**src/rtl/kempston_mouse_ex.sv**
```systemverilog
// Kempston mouse port: two-stage packet pipeline, residue-carrying sensitivity scaling,
// one-shot button swap detection and port decode. Optional wheel nibble: define MOUSE_WHEEL_EN.
module kempston_mouse_ex #(
    parameter int COORD_W    = 12,
    parameter int SENS_SHIFT = 0,
    parameter int Y_INV      = 0
) (
    input  logic               clk_sys,
    input  logic               reset,
    input  logic [24:0]        ps2_mouse,
    input  logic [3:0]         wheel_delta,
    input  logic [2:0]         addr,
    output logic               sel,
    output logic [7:0]         dout,
    output logic [COORD_W-1:0] pos_x,
    output logic [COORD_W-1:0] pos_y
);
    localparam int ACC_W = 11;
    localparam int RES_W = (SENS_SHIFT > 0) ? SENS_SHIFT : 1;

    typedef enum logic {
        SW_DETECT = 1'b0,
        SW_LOCKED = 1'b1
    } sw_state_t;

    // Residue is non-negative and below 2^SENS_SHIFT, delta is a signed 10-bit value.
    function automatic logic [ACC_W-1:0] axis_acc(input logic [RES_W-1:0] res,
                                                  input logic [9:0]       delta);
        return {{(ACC_W-RES_W){1'b0}}, res} + {{(ACC_W-10){delta[9]}}, delta};
    endfunction

    logic                toggle_q;
    logic                event_s;

    logic                s1_valid_q, s1_valid_d;
    logic [8:0]          s1_dx_q, s1_dx_d;
    logic [8:0]          s1_dy_q, s1_dy_d;
    logic [2:0]          s1_btn_q, s1_btn_d;

    logic [COORD_W-1:0]  pos_x_q, pos_x_d;
    logic [COORD_W-1:0]  pos_y_q, pos_y_d;
    logic [RES_W-1:0]    res_x_q, res_x_d;
    logic [RES_W-1:0]    res_y_q, res_y_d;
    logic [2:0]          btn_rep_q, btn_rep_d;

    sw_state_t           state_q;
    logic [1:0]          swap_q;
    logic [1:0]          swap_eff_s;
    logic [1:0]          lr_s;

    logic [9:0]          dy_ext_s;
    logic signed [ACC_W-1:0] acc_x_s, acc_y_s;
    logic signed [ACC_W-1:0] step_x_s, step_y_s;
    logic [7:0]          btn_byte_s;
    logic                unused_s;

`ifdef MOUSE_WHEEL_EN
    logic [3:0]          s1_whl_q, s1_whl_d;
    logic [3:0]          whl_q, whl_d;
`endif

    assign event_s = ps2_mouse[24] ^ toggle_q;

    // Toggle history samples even during reset so a level held across release is not an event.
    always_ff @(posedge clk_sys) begin
        toggle_q <= ps2_mouse[24];
    end

    // Stage 1: capture the packet fields on an event cycle.
    always_comb begin
        s1_valid_d = event_s;
        s1_dx_d    = s1_dx_q;
        s1_dy_d    = s1_dy_q;
        s1_btn_d   = s1_btn_q;
`ifdef MOUSE_WHEEL_EN
        s1_whl_d   = s1_whl_q;
`endif
        if (event_s) begin
            s1_dx_d  = {ps2_mouse[4], ps2_mouse[15:8]};
            s1_dy_d  = {ps2_mouse[5], ps2_mouse[23:16]};
            s1_btn_d = ps2_mouse[2:0];
`ifdef MOUSE_WHEEL_EN
            s1_whl_d = wheel_delta;
`endif
        end else begin
            s1_dx_d  = s1_dx_q;
        end
    end

    // Stage 1 registers; reset drops any packet in flight.
    always_ff @(posedge clk_sys) begin
        if (reset) begin
            s1_valid_q <= 1'b0;
            s1_dx_q    <= 9'd0;
            s1_dy_q    <= 9'd0;
            s1_btn_q   <= 3'd0;
`ifdef MOUSE_WHEEL_EN
            s1_whl_q   <= 4'd0;
`endif
        end else begin
            s1_valid_q <= s1_valid_d;
            s1_dx_q    <= s1_dx_d;
            s1_dy_q    <= s1_dy_d;
            s1_btn_q   <= s1_btn_d;
`ifdef MOUSE_WHEEL_EN
            s1_whl_q   <= s1_whl_d;
`endif
        end
    end

    // Y inversion uses 10 bits so that -256 becomes +256.
    always_comb begin
        if (Y_INV != 0) begin
            dy_ext_s = 10'd0 - {s1_dy_q[8], s1_dy_q};
        end else begin
            dy_ext_s = {s1_dy_q[8], s1_dy_q};
        end
    end

    // Stage 2: scale motion with residue carry, update counters and reported buttons.
    always_comb begin
        acc_x_s    = axis_acc(res_x_q, {s1_dx_q[8], s1_dx_q});
        acc_y_s    = axis_acc(res_y_q, dy_ext_s);
        step_x_s   = acc_x_s >>> SENS_SHIFT;
        step_y_s   = acc_y_s >>> SENS_SHIFT;
        lr_s       = s1_btn_q[1:0];
        swap_eff_s = swap_q;
        if ((state_q == SW_DETECT) && (lr_s != 2'b00)) begin
            swap_eff_s = lr_s;
        end else begin
            swap_eff_s = swap_q;
        end
        pos_x_d   = pos_x_q;
        pos_y_d   = pos_y_q;
        res_x_d   = res_x_q;
        res_y_d   = res_y_q;
        btn_rep_d = btn_rep_q;
`ifdef MOUSE_WHEEL_EN
        whl_d     = whl_q;
`endif
        if (s1_valid_q) begin
            pos_x_d   = pos_x_q + COORD_W'(step_x_s);
            pos_y_d   = pos_y_q + COORD_W'(step_y_s);
            btn_rep_d = {s1_btn_q[2], lr_s[~swap_eff_s[1]], lr_s[swap_eff_s[1]]};
            if (SENS_SHIFT > 0) begin
                res_x_d = acc_x_s[RES_W-1:0];
                res_y_d = acc_y_s[RES_W-1:0];
            end else begin
                res_x_d = {RES_W{1'b0}};
                res_y_d = {RES_W{1'b0}};
            end
`ifdef MOUSE_WHEEL_EN
            whl_d     = whl_q + s1_whl_q;
`endif
        end else begin
            pos_x_d = pos_x_q;
        end
    end

    // Stage 2 registers; pos_x resets to 128 so the two axes are distinguishable.
    always_ff @(posedge clk_sys) begin
        if (reset) begin
            pos_x_q   <= COORD_W'(8'd128);
            pos_y_q   <= {COORD_W{1'b0}};
            res_x_q   <= {RES_W{1'b0}};
            res_y_q   <= {RES_W{1'b0}};
            btn_rep_q <= 3'd0;
`ifdef MOUSE_WHEEL_EN
            whl_q     <= 4'd0;
`endif
        end else begin
            pos_x_q   <= pos_x_d;
            pos_y_q   <= pos_y_d;
            res_x_q   <= res_x_d;
            res_y_q   <= res_y_d;
            btn_rep_q <= btn_rep_d;
`ifdef MOUSE_WHEEL_EN
            whl_q     <= whl_d;
`endif
        end
    end

    // Button swap FSM: the first packet with left or right pressed fixes the mapping until reset.
    always_ff @(posedge clk_sys) begin
        if (reset) begin
            state_q <= SW_DETECT;
            swap_q  <= 2'b00;
        end else if (s1_valid_q) begin
            case (state_q)
                SW_DETECT: begin
                    if (lr_s != 2'b00) begin
                        swap_q  <= lr_s;
                        state_q <= SW_LOCKED;
                    end else begin
                        state_q <= SW_DETECT;
                    end
                end
                SW_LOCKED: state_q <= SW_LOCKED;
                default:   state_q <= SW_DETECT;
            endcase
        end else begin
            state_q <= state_q;
        end
    end

`ifdef MOUSE_WHEEL_EN
    assign btn_byte_s = {whl_q, 1'b1, ~btn_rep_q};
    assign unused_s   = ^{ps2_mouse[7:6], ps2_mouse[3]};
`else
    assign btn_byte_s = {5'b11111, ~btn_rep_q};
    assign unused_s   = ^{ps2_mouse[7:6], ps2_mouse[3], wheel_delta};
`endif

    // Port decode; unmatched addresses float the bus high.
    always_comb begin
        sel  = 1'b0;
        dout = 8'hFF;
        case (addr)
            3'b011: begin
                sel  = 1'b1;
                dout = pos_x_q[7:0];
            end
            3'b111: begin
                sel  = 1'b1;
                dout = pos_y_q[7:0];
            end
            3'b010, 3'b110: begin
                sel  = 1'b1;
                dout = btn_byte_s;
            end
            default: begin
                sel  = 1'b0;
                dout = 8'hFF;
            end
        endcase
    end

    assign pos_x = pos_x_q;
    assign pos_y = pos_y_q;

endmodule

```
**config.mk**
```make
export PLATFORM = sky130hd
export DESIGN_NAME = kempston_mouse_ex
export DESIGN_NICKNAME = d
export VERILOG_FILES = /design/src/rtl/kempston_mouse_ex.sv
export SDC_FILE = /design/constraint.sdc
export NUM_CORES = 1
export LEC_CHECK = 0
export BUFFER_PORTS_ARGS = -buffer_cell sky130_fd_sc_hd__buf_2
export CAP_MARGIN = 10
export CORE_MARGIN = 10
export CORE_UTILIZATION = 30
export DETAILED_ROUTE_END_ITERATION = 7
export GPL_ROUTABILITY_DRIVEN = 0
export PLACE_DENSITY = 0.48
export RECOVER_POWER = 100
export SYNTH_ARGS = -nofsm -noshare
export SYNTH_HDL_FRONTEND = slang
export SYNTH_SLANG_ARGS = --single-unit
```
**constraint.sdc**
```tcl
create_clock -name clk_sys -period 2.5 [get_ports clk_sys]
set_input_delay 0.375 -clock clk_sys [delete_from_list [all_inputs] [get_ports clk_sys]]
set_output_delay 0.375 -clock clk_sys [all_outputs]
set_load 0.02 [all_outputs]
```
Word-level counts from Yosys, hierarchy flattened
Index checks and enable logic that the tools add are counted.
{"block": "totals", "input_bits": 34, "out_inout_bits": 33, "regBits": 53, "word_cells": 36}
{"block": "classes", "addsub": 2, "eq_ne": 4, "n_lt_le_gt_ge": 2, "bitwise": 4, "muxes": 9, "n_reduce_logical": 5}
{"cell": "$add 12x12->12", "count": 2}
{"cell": "$pmux 8 s3", "count": 1}
{"cell": "$eq 3x2->1 const B", "count": 2}
{"cell": "$eq 3x3->1 const B", "count": 2}
{"cell": "$mux 1", "count": 6}
{"cell": "$lt 1x2->1 const B", "count": 2}
{"cell": "$reduce_or 4->1", "count": 1}
{"cell": "$not 3->3", "count": 1}
{"cell": "$reduce_and 3->1", "count": 1}
{"cell": "$mux 2", "count": 1}
{"cell": "$not 1->1", "count": 2}
{"cell": "$pmux 1 s2", "count": 1}
{"cell": "$reduce_bool 2->1", "count": 1}
{"cell": "$reduce_or 2->1", "count": 1}
{"cell": "$logic_and 1x1->1", "count": 1}
{"cell": "$xor 1x1->1", "count": 1}

Logic depth before layout (Yosys ltp)
{"block": "depth", "ltp_word": 6, "ltp_mapped": 8, "depth_no_buf": 8}

Least setup slack after synthesis
No wires, ideal clock.
{"block": "synth_timing", "path_kind": "register to register", "startpoint": "reg pos_x_q[0], in the netlist pos_x[0]", "endpoint": "reg pos_x_q[8], in the netlist pos_x[8]", "setup_time_ps": 127, "n_path_buf": 0, "required_ps": 2373, "t_arrival_ps": 2194, "synth_period_minus_slack_ps": 2321, "setup_slack_ps": 179, "path_stages_with_launch": 9, "path_cell_list": "dfxtp_1 ha_1 fa_1 a21oi_1 o211ai_1 a21oi_1 o21ai_0 and4b_1 or3_1"}
{"block": "synth_via", "elab_chain_len": 1}
{"element": "start: declaration", "line_no": "40", "text": "logic [COORD_W-1:0] pos_x_q, pos_x_d;"}
{"element": "start signal: assignment", "line_no": "163", "text": "pos_x_q <= COORD_W'(8'd128);"}
{"element": "start signal: assignment", "line_no": "172", "text": "pos_x_q <= pos_x_d;"}
{"element": "$add 12x12->12", "line_no": "142", "text": "pos_x_d = pos_x_q + COORD_W'(step_x_s);"}
No other way between the ends.
A chain may end at the register's enable or synchronous reset.

Final worst setup path
{"block": "layout_timing", "startpoint": "reg pos_y_q[0], in the netlist pos_y[0]", "endpoint": "reg pos_y_q[10], in the netlist pos_y[10]"}
{"block": "layout_via", "elab_chain_len": 1}
{"element": "start: declaration", "line_no": "41", "text": "logic [COORD_W-1:0] pos_y_q, pos_y_d;"}
{"element": "start signal: assignment", "line_no": "164", "text": "pos_y_q <= {COORD_W{1'b0}};"}
{"element": "start signal: assignment", "line_no": "173", "text": "pos_y_q <= pos_y_d;"}
{"element": "$add 12x12->12", "line_no": "143", "text": "pos_y_d = pos_y_q + COORD_W'(step_y_s);"}
No other way between the ends.

==> impl_metrics.toml <==
[timing]
finalCriticalPeriod_ns = 2.344
hold-worst-slack_ns = 0.2671
max_slew_margin_pct = 29.74
final.setup.tns_ns = 0
setup_viol = 0
period_share_pct = 93.77
grt_setup_unrepaired = "no"
hold_viol = 0
worstMarginPinSlew_ns = 1.054
slew_viol_final = 0
skew_ns = 0.007283
max_freq_ghz = 0.4266

[final_layout]
seq_area_um2 = 1041
fin_util_pct = 36.42
syn2layout_area_growth_pct = 17.71
num_antenna_cells = 0
stdcell_area_um2 = 3576
layout.nets = 479
final.fill_count = 1090
fin_cells = 555
final_layout_size_suffix_gt1_share_pct = 13.51
multi_input_area_um2 = 1896

[floorplan]
fp.coreArea_um2 = 9819
chipWidth_um = 120.6
die_h_um = 120.6
start_util_pct = 30.94
io_pins = 67
num_rows = 36
die-area_um2 = 14550

[synth]
syn_nets = 422
yosysUniqueCellTypes = 50
synth-edff-count = 0
yosys_warnings = 0
synth_common_cells = "nand2_1 (62), dfxtp_1 (52), a21oi_1 (38), nor2_1 (26), ha_1 (22)"
syn_avg_cell_area_um2 = 8.346
yosysSeqAreaShare_pct = 34.27
synthTopCellsByArea = "dfxtp_1 (34%), ha_1 (9.1%), nand2_1 (7.7%), mux2i_1 (6.9%), a21oi_1 (6.3%)"
synthArstFlopShare_pct = 0
syn_inst = 364
synth.most_common_cell = "nand2_1"
synth_top_area_share_pct = 34.27
yosysTopAreaCell = "dfxtp_1"
dominantRegCellSynth = "dfxtp_1"
ys_seq_elements = 52
syn_area_um2 = 3038

[min_path]
hold_path.class = "in2reg"

[clock_network]
clk_pin_slew_worst_paths_ns = 0.10
cts_resized = 0
clkSinkCount = 52
root_buffer = "clkbuf_8"
cts_tree = "yes"
htreeDepth = 2
postCtsSetupBuffers = 0
postCtsHoldBufs = 0
cts_buffers = 5
clkLatencyLatePin_ns = 0.30
cts_buffer_depth = 2

[grt]
gr-usage-all-layers_pct = 10.75
grt_pass1_wl_mm = 13.07
grt-ovfl-total = 0
antenna_found_initial = 0
grt_pass1_vias = 2666
grt_max_degree = 43

[critical_path]
path_max_fanout = 4
endpoint_kind = "flop"
crit_type = "reg2reg"
worstSetupStartpointType = "flop"
worst-endpoint-arrival_ns = 2.51
critPathRequiredTime_ns = 2.66

[route]
drcViolationCount = 0
dr.pass1.iters = 4
route.vias.total = 2671
wire_per_inst_um = 14.21
vias_per_cell = 4.813
routed_wl_mm = 7.887
drtIter0Drc = 82
drtAntennaViolNets = 0

[outcome]
outcome = "finished clean"

[placed_design]
dp_hpwl_mm = 6.181
numPortBuffers = 59
dpl-instance-area_um2 = 3518
place_inst = 547

[power_and_ir_drop]
peakVddDrop_uv = 288.5
leakagePower_nw = 1.487
powerDensity_nw_per_um2 = 536.6

[run]
cap_violations = 0
==> per-stage QoR <==
| step | setup WS, ns | power, W |
|---|---|---|
| 3_5_place_dp | 0.08117 | 0.001376 |
| 3_3_place_gp | 0.08796 | 0.001369 |
| 2_1_floorplan | 0.1789 | 0.001240 |
| 4_1_cts | 0.04156 | 0.001969 |
| 5_1_grt | 0.01807 | 0.002040 |
| 6_report | 0.1559 | 0.001919 |
==> flip-flops by register name, indices dropped and copies added (netlist names) <==
name        flops
s1_btn_q        3
pos_x          12
swap_q          1
toggle_q        1
s1_valid_q      1
pos_y          12
s1_dy_q         9
state_q         1
s1_dx_q         9
btn_rep_q       3
==> report_power, final <==
| part | leakage [nW] | total, W | switching [W] | internal, W |
|---|---|---|---|---|
| clock | 0.0552 | 0.000580 | 0.000282 | 0.000298 |
| sequential | 0.426 | 0.000926 | 0.0000456 | 0.000880 |
| combinational | 1.01 | 0.000413 | 0.000247 | 0.000166 |
==> area by class of cell <==
cell class              count  share of cell area, %
multi-input cells         282                  53.01
flip-flops and latches     52                  29.11
repair buffers             70                  9.167
well taps                 133                  4.654
clock buffers               6                  2.029
inverters                  10                  1.050
clock inverters             2                 0.9797
==> placed cells by master, fill, tap and decap left out, drive strengths merged, types with 3 or more instances in the layout <==
master,instances
xnor2,11
o21ai,13
nor3b,5
xor2,3
nor2b,4
nand3,6
a21o,5
ha,22
inv,10
nand2b,6
o21bai,4
clkbuf,44
nor2,26
nand2,62
mux2i,21
buf,32
or3,4
a211oi,6
nor3,6
mux2,6
a21oi,39
o211ai,4
dfxtp,52
==> metal layers <==
metal | vias up | share of wire [%] | track usage, %
met5 | - | 0 | 0
met4 | 0 | 0.56 | 2.262
met3 | 2 | 5.7 | 3.676
met2 | 45 | 46 | 16.89
met1 | 1228 | 48 | 13.91
li1 | 1396 | - | -
==> kinds of logic (layout without fill, tap and decap cells) <==
family / Yosys count / count (layout) / synth area share [%]
AO/OA/AOI/OAI: 86 / 86 / 18.37
XOR/XNOR: 14 / 14 / 4.036
adder cells (fa/ha/maj): 24 / 24 / 10.38
buffers and inverters: 30 / 88 / 3.830
flip-flops: 52 / 52 / 34.27
multiplexers: 27 / 27 / 9.143
AND/OR/NAND/NOR: 131 / 131 / 19.98
==> critical path: stages (launching register included) <==
cell	delay, ns
dfxtp_1	0.35
ha_1	0.26
fa_1	0.42
a21o_1	0.18
a21oi_1	0.23
o211ai_1	0.18
a221oi_2	0.30
xor2_1	0.18
o22ai_1	0.10
==> path summary, 6_finish.rpt <==
| kind | slack (ns) | from | endpoint | cells after the start |
|---|---|---|---|---|
| hold reg to reg | 0.46 | s1_dx_q[0] | s1_dx_q[0] | 2 |
| hold / removal | 0.27 | ps2_mouse[24] | toggle_q | 1 |
| setup / recovery | 0.16 | pos_y[0] | pos_y[10] | 8 |
| setup reg to reg | 0.16 | pos_y[0] | pos_y[10] | 8 |
Note: power is estimated with default switching activity, not from simulation.
